`config.mk`:
```
export PLATFORM = sky130hd
export DESIGN_NAME = can_tx_scheduler_flat
export DESIGN_NICKNAME = d
export VERILOG_FILES = /design/src/rtl/can_sched_pkg.sv /design/src/rtl/can_tx_scheduler_if.sv /design/src/rtl/can_prio_select.sv /design/src/rtl/can_tx_scheduler.sv /design/src/flat_wrapper.sv
export SDC_FILE = /design/constraint.sdc
export NUM_CORES = 1
export LEC_CHECK = 0
export CAP_MARGIN = 20
export CELL_PAD_IN_SITES_DETAIL_PLACEMENT = 1
export CELL_PAD_IN_SITES_GLOBAL_PLACEMENT = 1
export CORE_MARGIN = 5
export CORE_UTILIZATION = 25
export CTS_CLUSTER_SIZE = 8
export DETAILED_ROUTE_END_ITERATION = 12
export DONT_BUFFER_PORTS = 1
export PLACE_DENSITY = 0.52
export SYNTH_ARGS = -nofsm -noshare
export SYNTH_HDL_FRONTEND = slang
export SYNTH_SLANG_ARGS = --single-unit
```
`constraint.sdc`:
```
create_clock -name clk_sys -period 8.7 [get_ports clk_sys]
set_input_delay 0.87 -clock clk_sys [delete_from_list [all_inputs] [get_ports clk_sys]]
set_output_delay 0.87 -clock clk_sys [all_outputs]
set_load 0.01 [all_outputs]
```
`src/rtl/can_sched_pkg.sv`:
```
// Shared types for the CAN transmit scheduler: field widths, FSM encoding and
// the order in which simultaneous WAIT-state events are honoured.
package can_sched_pkg;

  localparam int ID_W   = 11;
  localparam int DLC_W  = 4;
  localparam int DATA_W = 64;
  localparam int IDX_W  = 3;
  localparam int RCNT_W = 4;

  typedef enum logic [2:0] {
    ST_IDLE    = 3'd0,
    ST_SELECT  = 3'd1,
    ST_WAIT    = 3'd2,
    ST_BACKOFF = 3'd3,
    ST_ABORT   = 3'd4
  } state_e;

  typedef enum logic [2:0] {
    EV_NONE    = 3'd0,
    EV_SUCCESS = 3'd1,
    EV_BUSOFF  = 3'd2,
    EV_ABORT   = 3'd3,
    EV_ERROR   = 3'd4,
    EV_TIMEOUT = 3'd5
  } wait_evt_e;

  // Highest-priority event first: an acknowledged frame always counts as sent.
  function automatic wait_evt_e wait_event(input logic success, input logic busoff,
                                           input logic abort_act, input logic error,
                                           input logic timeout);
    if (success)        return EV_SUCCESS;
    else if (busoff)    return EV_BUSOFF;
    else if (abort_act) return EV_ABORT;
    else if (error)     return EV_ERROR;
    else if (timeout)   return EV_TIMEOUT;
    else                return EV_NONE;
  endfunction

endpackage

```
`src/rtl/can_tx_scheduler_if.sv`:
```
// Mailbox/register-file and CAN core signals seen by the transmit scheduler.
interface can_tx_scheduler_if
  import can_sched_pkg::*;
#(
  parameter int NUM_MB = 4
);
  logic [NUM_MB-1:0]        mb_req;
  logic [NUM_MB-1:0]        mb_abort;
  logic [NUM_MB*ID_W-1:0]   mb_id;
  logic [NUM_MB*DLC_W-1:0]  mb_dlc;
  logic [NUM_MB*DATA_W-1:0] mb_data;
  logic [NUM_MB-1:0]        mb_pending;
  logic [NUM_MB-1:0]        mb_done;
  logic [NUM_MB-1:0]        mb_fail;
  logic                     busy;
  logic [IDX_W-1:0]         active_idx;
  logic                     can_tx_request;
  logic [ID_W-1:0]          can_tx_id;
  logic [DLC_W-1:0]         can_tx_dlc;
  logic [DATA_W-1:0]        can_tx_data;
  logic                     can_abort_tx;
  logic                     can_tx_success;
  logic                     can_error_irq;
  logic                     can_error_status;

  modport slave (
    input  mb_req, mb_abort, mb_id, mb_dlc, mb_data,
    input  can_tx_success, can_error_irq, can_error_status,
    output mb_pending, mb_done, mb_fail, busy, active_idx,
    output can_tx_request, can_tx_id, can_tx_dlc, can_tx_data, can_abort_tx
  );

  modport master (
    output mb_req, mb_abort, mb_id, mb_dlc, mb_data,
    output can_tx_success, can_error_irq, can_error_status,
    input  mb_pending, mb_done, mb_fail, busy, active_idx,
    input  can_tx_request, can_tx_id, can_tx_dlc, can_tx_data, can_abort_tx
  );
endinterface

```
`src/rtl/can_prio_select.sv`:
```
// Combinational minimum-identifier search; strict compare keeps the lowest
// index on equal identifiers.
module can_prio_select
  import can_sched_pkg::*;
#(
  parameter int NUM_MB = 4
) (
  input  logic [NUM_MB-1:0]      cand_i,
  input  logic [NUM_MB*ID_W-1:0] id_i,
  output logic [IDX_W-1:0]       win_idx_o,
  output logic                   win_valid_o
);

  logic [ID_W-1:0]  best_id_s;
  logic [IDX_W-1:0] best_idx_s;
  logic             best_vld_s;
  logic             take_s;

  always_comb begin
    best_id_s  = '0;
    best_idx_s = '0;
    best_vld_s = 1'b0;
    take_s     = 1'b0;
    for (int i = 0; i < NUM_MB; i++) begin
      take_s     = cand_i[i] && (!best_vld_s || (id_i[i*ID_W +: ID_W] < best_id_s));
      best_id_s  = take_s ? id_i[i*ID_W +: ID_W] : best_id_s;
      best_idx_s = take_s ? IDX_W'(i) : best_idx_s;
      best_vld_s = best_vld_s | take_s;
    end
  end

  assign win_idx_o   = best_idx_s;
  assign win_valid_o = best_vld_s;

endmodule

```
`src/rtl/can_tx_scheduler.sv`:
```
// Arbitrates mailbox transmit requests onto the single CAN core transmit path,
// handling retries, timeouts, aborts and bus-off.
module can_tx_scheduler
  import can_sched_pkg::*;
#(
  parameter int NUM_MB    = 4,
  parameter int RETRY_MAX = 8,
  parameter int TIMEOUT   = 200000
) (
  input logic             clk_sys,
  input logic             rst,
  can_tx_scheduler_if.slave bus
);

  localparam int TMO_W = (TIMEOUT > 2) ? $clog2(TIMEOUT) : 1;
  localparam logic [TMO_W-1:0]  TMO_LAST   = TMO_W'(TIMEOUT - 1);
  localparam logic [RCNT_W-1:0] RETRY_LAST = RCNT_W'(RETRY_MAX - 1);

  state_e              state_q, state_d;
  logic [NUM_MB-1:0]   pending_q, pending_d, keep_s, new_s, cand_s;
  logic [NUM_MB-1:0]   fsm_clr_s, act_oh_s;
  logic [NUM_MB-1:0]   done_q, done_d, fail_q, fail_d;
  logic [RCNT_W-1:0]   retry_q [NUM_MB];
  logic [RCNT_W-1:0]   retry_act_s;
  logic                retry_inc_s;
  logic [TMO_W-1:0]    tmo_q, tmo_d;
  logic [IDX_W-1:0]    act_q, act_d, win_idx_s;
  logic                win_valid_s, act_abort_s;
  logic [ID_W-1:0]     id_q, id_d, sel_id_s;
  logic [DLC_W-1:0]    dlc_q, dlc_d, sel_dlc_s;
  logic [DATA_W-1:0]   data_q, data_d, sel_data_s;
  logic                req_q, abort_q, busy_q;
  wait_evt_e           evt_s;

  // A mailbox aborted in the same cycle must not win arbitration.
  assign cand_s = pending_q & ~bus.mb_abort;

  can_prio_select #(.NUM_MB(NUM_MB)) u_prio (
    .cand_i      (cand_s),
    .id_i        (bus.mb_id),
    .win_idx_o   (win_idx_s),
    .win_valid_o (win_valid_s)
  );

  always_comb begin
    sel_id_s    = '0;
    sel_dlc_s   = '0;
    sel_data_s  = '0;
    act_oh_s    = '0;
    retry_act_s = '0;
    for (int i = 0; i < NUM_MB; i++) begin
      sel_id_s    = (win_idx_s == IDX_W'(i)) ? bus.mb_id[i*ID_W +: ID_W] : sel_id_s;
      sel_dlc_s   = (win_idx_s == IDX_W'(i)) ? bus.mb_dlc[i*DLC_W +: DLC_W] : sel_dlc_s;
      sel_data_s  = (win_idx_s == IDX_W'(i)) ? bus.mb_data[i*DATA_W +: DATA_W] : sel_data_s;
      act_oh_s[i] = (act_q == IDX_W'(i));
      retry_act_s = act_oh_s[i] ? retry_q[i] : retry_act_s;
    end
  end

  assign act_abort_s = |(bus.mb_abort & act_oh_s);
  assign evt_s = wait_event(bus.can_tx_success, bus.can_error_status, act_abort_s,
                            bus.can_error_irq, (tmo_q == TMO_LAST));

  // A request on a mailbox whose pending bit is being cleared starts a fresh frame.
  assign keep_s    = pending_q & ~(bus.mb_abort | fsm_clr_s);
  assign pending_d = bus.mb_req | keep_s;
  assign new_s     = bus.mb_req & ~keep_s;

  always_comb begin
    state_d     = state_q;
    act_d       = act_q;
    id_d        = id_q;
    dlc_d       = dlc_q;
    data_d      = data_q;
    tmo_d       = tmo_q;
    fsm_clr_s   = '0;
    done_d      = '0;
    fail_d      = '0;
    retry_inc_s = 1'b0;
    case (state_q)
      ST_IDLE: begin
        if ((|pending_q) && !bus.can_error_status) state_d = ST_SELECT;
        else                                       state_d = ST_IDLE;
      end
      ST_SELECT: begin
        if (win_valid_s) begin
          state_d = ST_WAIT;
          act_d   = win_idx_s;
          id_d    = sel_id_s;
          dlc_d   = sel_dlc_s;
          data_d  = sel_data_s;
          tmo_d   = '0;
        end else begin
          state_d = ST_IDLE;
        end
      end
      ST_WAIT: begin
        tmo_d = tmo_q + TMO_W'(1);
        case (evt_s)
          EV_SUCCESS: begin
            done_d    = act_oh_s;
            fsm_clr_s = act_oh_s;
            state_d   = ST_IDLE;
          end
          EV_BUSOFF: state_d = ST_ABORT;
          EV_ABORT: begin
            fsm_clr_s = act_oh_s;
            state_d   = ST_ABORT;
          end
          EV_ERROR: begin
            if (retry_act_s == RETRY_LAST) begin
              fail_d    = act_oh_s;
              fsm_clr_s = act_oh_s;
              state_d   = ST_ABORT;
            end else begin
              retry_inc_s = 1'b1;
              state_d     = ST_BACKOFF;
            end
          end
          EV_TIMEOUT: begin
            fail_d    = act_oh_s;
            fsm_clr_s = act_oh_s;
            state_d   = ST_ABORT;
          end
          default: state_d = ST_WAIT;
        endcase
      end
      ST_BACKOFF: state_d = ST_SELECT;
      ST_ABORT:   state_d = ST_IDLE;
      default:    state_d = ST_IDLE;
    endcase
  end

  always_ff @(posedge clk_sys or posedge rst) begin
    if (rst) begin
      state_q   <= ST_IDLE;
      pending_q <= '0;
      done_q    <= '0;
      fail_q    <= '0;
      tmo_q     <= '0;
      act_q     <= '0;
      id_q      <= '0;
      dlc_q     <= '0;
      data_q    <= '0;
      req_q     <= 1'b0;
      abort_q   <= 1'b0;
      busy_q    <= 1'b0;
    end else begin
      state_q   <= state_d;
      pending_q <= pending_d;
      done_q    <= done_d;
      fail_q    <= fail_d;
      tmo_q     <= tmo_d;
      act_q     <= act_d;
      id_q      <= id_d;
      dlc_q     <= dlc_d;
      data_q    <= data_d;
      req_q     <= (state_d == ST_WAIT);
      abort_q   <= (state_d == ST_ABORT);
      busy_q    <= (state_d != ST_IDLE);
    end
  end

  // Retry counts live per mailbox so a preempted frame resumes its count.
  always_ff @(posedge clk_sys or posedge rst) begin
    if (rst) begin
      for (int i = 0; i < NUM_MB; i++) retry_q[i] <= '0;
    end else begin
      for (int i = 0; i < NUM_MB; i++) begin
        if (new_s[i])                         retry_q[i] <= '0;
        else if (retry_inc_s && act_oh_s[i])  retry_q[i] <= retry_q[i] + RCNT_W'(1);
        else                                  retry_q[i] <= retry_q[i];
      end
    end
  end

  assign bus.mb_pending     = pending_q;
  assign bus.mb_done        = done_q;
  assign bus.mb_fail        = fail_q;
  assign bus.busy           = busy_q;
  assign bus.active_idx     = act_q;
  assign bus.can_tx_request = req_q;
  assign bus.can_tx_id      = id_q;
  assign bus.can_tx_dlc     = dlc_q;
  assign bus.can_tx_data    = data_q;
  assign bus.can_abort_tx   = abort_q;

endmodule

```
`src/flat_wrapper.sv`:
```
// flat-port wrapper written by rule: the top's interface ports become plain ports
module can_tx_scheduler_flat import can_sched_pkg::*;
#(
  parameter int NUM_MB    = 4,
  parameter int RETRY_MAX = 8,
  parameter int TIMEOUT   = 200000
)
  (clk_sys, rst, bus_mb_req, bus_mb_abort, bus_mb_id, bus_mb_dlc, bus_mb_data, bus_can_tx_success, bus_can_error_irq, bus_can_error_status, bus_mb_pending, bus_mb_done, bus_mb_fail, bus_busy, bus_active_idx, bus_can_tx_request, bus_can_tx_id, bus_can_tx_dlc, bus_can_tx_data, bus_can_abort_tx);
  can_tx_scheduler_if #(.NUM_MB(NUM_MB)) bus_i ();
  input logic clk_sys;
  input logic rst;
  input wire logic [$bits(bus_i.mb_req)-1:0] bus_mb_req;
  input wire logic [$bits(bus_i.mb_abort)-1:0] bus_mb_abort;
  input wire logic [$bits(bus_i.mb_id)-1:0] bus_mb_id;
  input wire logic [$bits(bus_i.mb_dlc)-1:0] bus_mb_dlc;
  input wire logic [$bits(bus_i.mb_data)-1:0] bus_mb_data;
  input wire logic [$bits(bus_i.can_tx_success)-1:0] bus_can_tx_success;
  input wire logic [$bits(bus_i.can_error_irq)-1:0] bus_can_error_irq;
  input wire logic [$bits(bus_i.can_error_status)-1:0] bus_can_error_status;
  output wire logic [$bits(bus_i.mb_pending)-1:0] bus_mb_pending;
  output wire logic [$bits(bus_i.mb_done)-1:0] bus_mb_done;
  output wire logic [$bits(bus_i.mb_fail)-1:0] bus_mb_fail;
  output wire logic [$bits(bus_i.busy)-1:0] bus_busy;
  output wire logic [$bits(bus_i.active_idx)-1:0] bus_active_idx;
  output wire logic [$bits(bus_i.can_tx_request)-1:0] bus_can_tx_request;
  output wire logic [$bits(bus_i.can_tx_id)-1:0] bus_can_tx_id;
  output wire logic [$bits(bus_i.can_tx_dlc)-1:0] bus_can_tx_dlc;
  output wire logic [$bits(bus_i.can_tx_data)-1:0] bus_can_tx_data;
  output wire logic [$bits(bus_i.can_abort_tx)-1:0] bus_can_abort_tx;
  assign bus_i.mb_req = bus_mb_req;
  assign bus_i.mb_abort = bus_mb_abort;
  assign bus_i.mb_id = bus_mb_id;
  assign bus_i.mb_dlc = bus_mb_dlc;
  assign bus_i.mb_data = bus_mb_data;
  assign bus_i.can_tx_success = bus_can_tx_success;
  assign bus_i.can_error_irq = bus_can_error_irq;
  assign bus_i.can_error_status = bus_can_error_status;
  assign bus_mb_pending = bus_i.mb_pending;
  assign bus_mb_done = bus_i.mb_done;
  assign bus_mb_fail = bus_i.mb_fail;
  assign bus_busy = bus_i.busy;
  assign bus_active_idx = bus_i.active_idx;
  assign bus_can_tx_request = bus_i.can_tx_request;
  assign bus_can_tx_id = bus_i.can_tx_id;
  assign bus_can_tx_dlc = bus_i.can_tx_dlc;
  assign bus_can_tx_data = bus_i.can_tx_data;
  assign bus_can_abort_tx = bus_i.can_abort_tx;
  can_tx_scheduler #(.NUM_MB(NUM_MB), .RETRY_MAX(RETRY_MAX), .TIMEOUT(TIMEOUT)) u_core (.clk_sys(clk_sys), .rst(rst), .bus(bus_i));
endmodule
```
==> results by group <==
Status
  – Status: completed

Yosys
  – Avg Cell Area, Syn: 8.161 µm²
  – Ys flop type: dfrtp_1
  – Yosys reg bits: 133
  – Seq/Total Area, Yosys: 39.52%
  – Ys async rst share: between 90% and 100%
  – Distinct cells, synth: 64
  – Post-Syn Area: 8422 µm²
  – Synth Instances: about 1.0k
  – Post-synth EDFFs: 0
  – Mapped Nets: 1396
  – Synth warn: 0

Clock network
  – Post_cts resized: 0
  – Clock Tree Root: clkbuf_16
  – CTS tree: built
  – CTS sink count: 133
  – Post-CTS setup buffers: 0
  – CTS Buf Count: 17
  – Htree depth: 4
  – Worst-path clk slew: 0.07 ns
  – Maximum buffer depth of the clock tree: 2
  – # hold bufs at CTS: 0
  – Worst-skew pair later-pin latency: 0.44 ns

Critical path
  – Critical path class: reg -> reg
  – Crit path from: u_core.bus.mb_pending[0]$_DFF_PP0_
  – Reg2Reg Capture Point: u_core.bus.can_tx_data[48]$_DFFE_PP0P_
  – Data required, critical path: ~9.0 ns
  – Setup crit start kind: register
  – Reg2reg start: u_core.bus.mb_pending[0]$_DFF_PP0_
  – R2R depth: 27
  – Crit. End Element: register
  – Worst EP arrival: 8.08 ns
  – Reg2reg setup slack: 0.90 ns
  – CP Max Fanout: 27

Pwr
  – Switching portion of total power: 41.64%
  – Design Power: 2.761 mW
  – Share of power burned in the clock network: 29.1%
  – LEAKAGE: 4.028 nW
  – Switching pwr: roughly 1.1 mW
  – Comb power frac: between 20% and 30%
  – Power per cell area: 290.2 nW/µm²
  – Internal power: 1.612 mW
  – Sequential power share: 41.7%
  – Peak supply drop: 0.1334 mV

Global routing
  – Vias in the first global route: about 8.6k
  – First-pass GRT wire length: 55900 µm
  – Initial antenna violation count: 2
  – Total grt overflow: 0
  – Gr usage total: between 10% and 20%
  – Largest net degree at the start of global routing: 84

STA
  – Max Fclk: ~130 MHz
  – Setup Skew: 0.01578 ns
  – Worst-Margin Slew: 0.8925 ns
  – Setup TNS: 0 ns
  – Final period util: 89.67%
  – Post-layout min period: between 7 and 8 ns
  – Final Hold Vio Count: 0
  – Final setup vio count: 0
  – Slew margin rel.: 40.29%
  – Max Slew Vio Count: 0
  – RSZ-0062 raised after global routing: no

Drt
  – DR WL/cell: about 26 µm
  – Drt pass-1 iters: 7
  – Final ANT Viol Nets: 0
  – Via count: 7918
  – Drt total wl: around 37000 µm
  – DRC viols: 0
  – Initial DRC Count: between 500 and 600
  – Vias per cell: 5.416

Floorplan
  – Num rows: 67
  – Die Area: 37460 µm²
  – Die Height: 193.5 µm
  – Die X: between 150 and 200 µm
  – Initial Util: around a quarter
  – Io pins: 426
  – Core ar.: around 33000 µm²

Placement
  – Hpwl dp: ~29000 µm
  – Placer Congestion: 0.8599
  – Port bufs: 0
  – Placed instance area: 8887 µm²

Finish
  – Fin nets: 1364
  – Fillers: around 4.0k
  – Final Util: 28.52%
  – Final Cell Area: 9517 µm²
  – Share of layout cells above drive strength 1: 12.44%
  – Layout area overhead: 13.00%

Hold path
  – Hold/Removal Path Class: in -> async

Flow run
  – Number of max-cap violations: 0
==> synthesized netlist by cell type (all sizes together) (9+ instances only) <==
library cell	instances	area share (%)
nand2	277	12
a22oi	9	0.80
buf	19	1.3
mux2	20	2.7
clkbuf	50	2.2
a21oi	55	3.3
dfrtp	133	40
ha	35	5.2
nand3	34	2.0
o21ai	86	5.1
a21o	11	0.98
a31oi	9	0.67
nor3	10	0.65
a222oi	25	3.0
mux2i	12	1.4
a31o	39	4.1
o22ai	39	2.9
nor2	74	3.3
==> worst max-delay path, stage by stage (launching register included) <==
cell and delay [ns]:
dfrtp_1 0.46, nor2b_1 0.16, buf_4 0.22, nand2_1 0.08, ha_1 0.31, and4_1 0.22, a21o_1 0.19, o21a_1 0.21
nor3_2 0.19, buf_4 0.33, a22oi_1 0.17, ha_1 0.33, nand4_1 0.21, nor2_1 0.16, o2111ai_1 0.20, a21oi_1 0.31
a21o_1 0.76, o21ai_0 0.21, ha_1 0.39, nand3_1 0.12, a2111oi_0 0.40, a21oi_1 0.10, a21o_1 0.23, a211o_1 0.38
o22ai_4 0.51, buf_4 0.41, mux2i_1 0.22, o21ai_0 0.10
==> layout by cell type, fill, tap and decap left out, drive strengths merged, types with 25 or more instances in the layout <==
master | netlist | layout
nor2 | 74 | 74
nand2 | 277 | 277
a222oi | 25 | 25
a21oi | 55 | 55
o22ai | 39 | 39
a31o | 39 | 39
nand3 | 34 | 34
dfrtp | 133 | 133
ha | 35 | 35
o21ai | 86 | 86
==> layer usage <==
metal  global-route usage [%]  wire length, µm  up-vias  share of wire [%]
met5                        0                0        -                  0
met4                    4.694              573        0                1.5
met3                    5.636             2337       40                6.3
met2                    34.41            19110      287                 51
met1                    22.92            15310     3909                 41
li1                         -                -     3682                  -
==> cells by family (layout without fill, tap and decap cells) <==
group	count (synthesis)	after routing	share of synthesized area (%)
XOR/XNOR	7	7	0.7280
flip-flops	133	133	39.52
adder cells (fa/ha/maj)	35	35	5.200
AND/OR/NAND/NOR	431	431	21.23
multiplexers	33	33	4.368
buffers and inverters	77	58	3.848
AO/OA/AOI/OAI	315	315	25.06
other	1	2	0.04453
==> layout make-up <==
| cell class | count | area, µm² | area share (%) |
|---|---|---|---|
| Clock buffer | 17 | 425.4 | 4.470 |
| Sequential cell | 133 | 3328 | 34.97 |
| Timing Repair Buffer | 18 | 135.1 | 1.420 |
| Multi-Input combinational cell | 822 | 4828 | 50.74 |
| Inverter | 8 | 35.03 | 0.3681 |
| Antenna cell | 1 | 2.502 | 0.02630 |
| Tap cell | 448 | 560.5 | 5.890 |
| Clock inverter | 15 | 201.4 | 2.117 |
==> power by group through the flow <==
stage | Combinational [mW] | Clock (mW) | Sequential, mW
final | 0.806 | 0.805 | 1.15
after global routing | 0.924 | 0.859 | 1.19
after CTS | 0.826 | 0.830 | 1.17
after detailed placement | 0.828 | 0 | 1.17
after global placement | 0.798 | 0 | 1.18
after floorplan | 0.625 | 0 | 1.04
==> flip-flops by register name, summed over array words and instances (netlist names) <==
register,count
u_core.bus.active_idx,2
u_core.bus.busy,1
u_core.bus.can_abort_tx,1
u_core.bus.can_tx_data,64
u_core.bus.can_tx_dlc,4
u_core.bus.can_tx_id,11
u_core.bus.can_tx_request,1
u_core.bus.mb_done,4
u_core.bus.mb_fail,4
u_core.bus.mb_pending,4
u_core.retry_q,16
u_core.state_q,3
u_core.tmo_q,18
==> through the flow <==
step                      cells  setup WS (ns)  hold WS (ns)
after floorplan            1032         0.9400        0.4454
after detailed placement   1429         0.5744        0.4888
final                      1462         0.8983        0.4425
after CTS                  1461         0.8947        0.4712
after global placement     1429         0.7575        0.4892
after global routing       1462         0.2589        0.4965
==> how the worst max path moves through the flow <==
stage / endpoint / slack, ns / cells past startpoint
2_1_floorplan: u_core.bus.can_tx_data[29]$_DFFE_PP0P_ / 0.94 / 34
3_3_place_gp: u_core.bus.can_tx_data[48]$_DFFE_PP0P_ / 0.76 / 27
6_report: u_core.bus.can_tx_data[48]$_DFFE_PP0P_ / 0.90 / 27
4_1_cts: u_core.bus.can_tx_data[48]$_DFFE_PP0P_ / 0.89 / 27
5_1_grt: u_core.bus.can_tx_data[48]$_DFFE_PP0P_ / 0.26 / 27
3_5_place_dp: u_core.bus.can_tx_data[48]$_DFFE_PP0P_ / 0.57 / 27
Power figures use the tool's default switching activity.
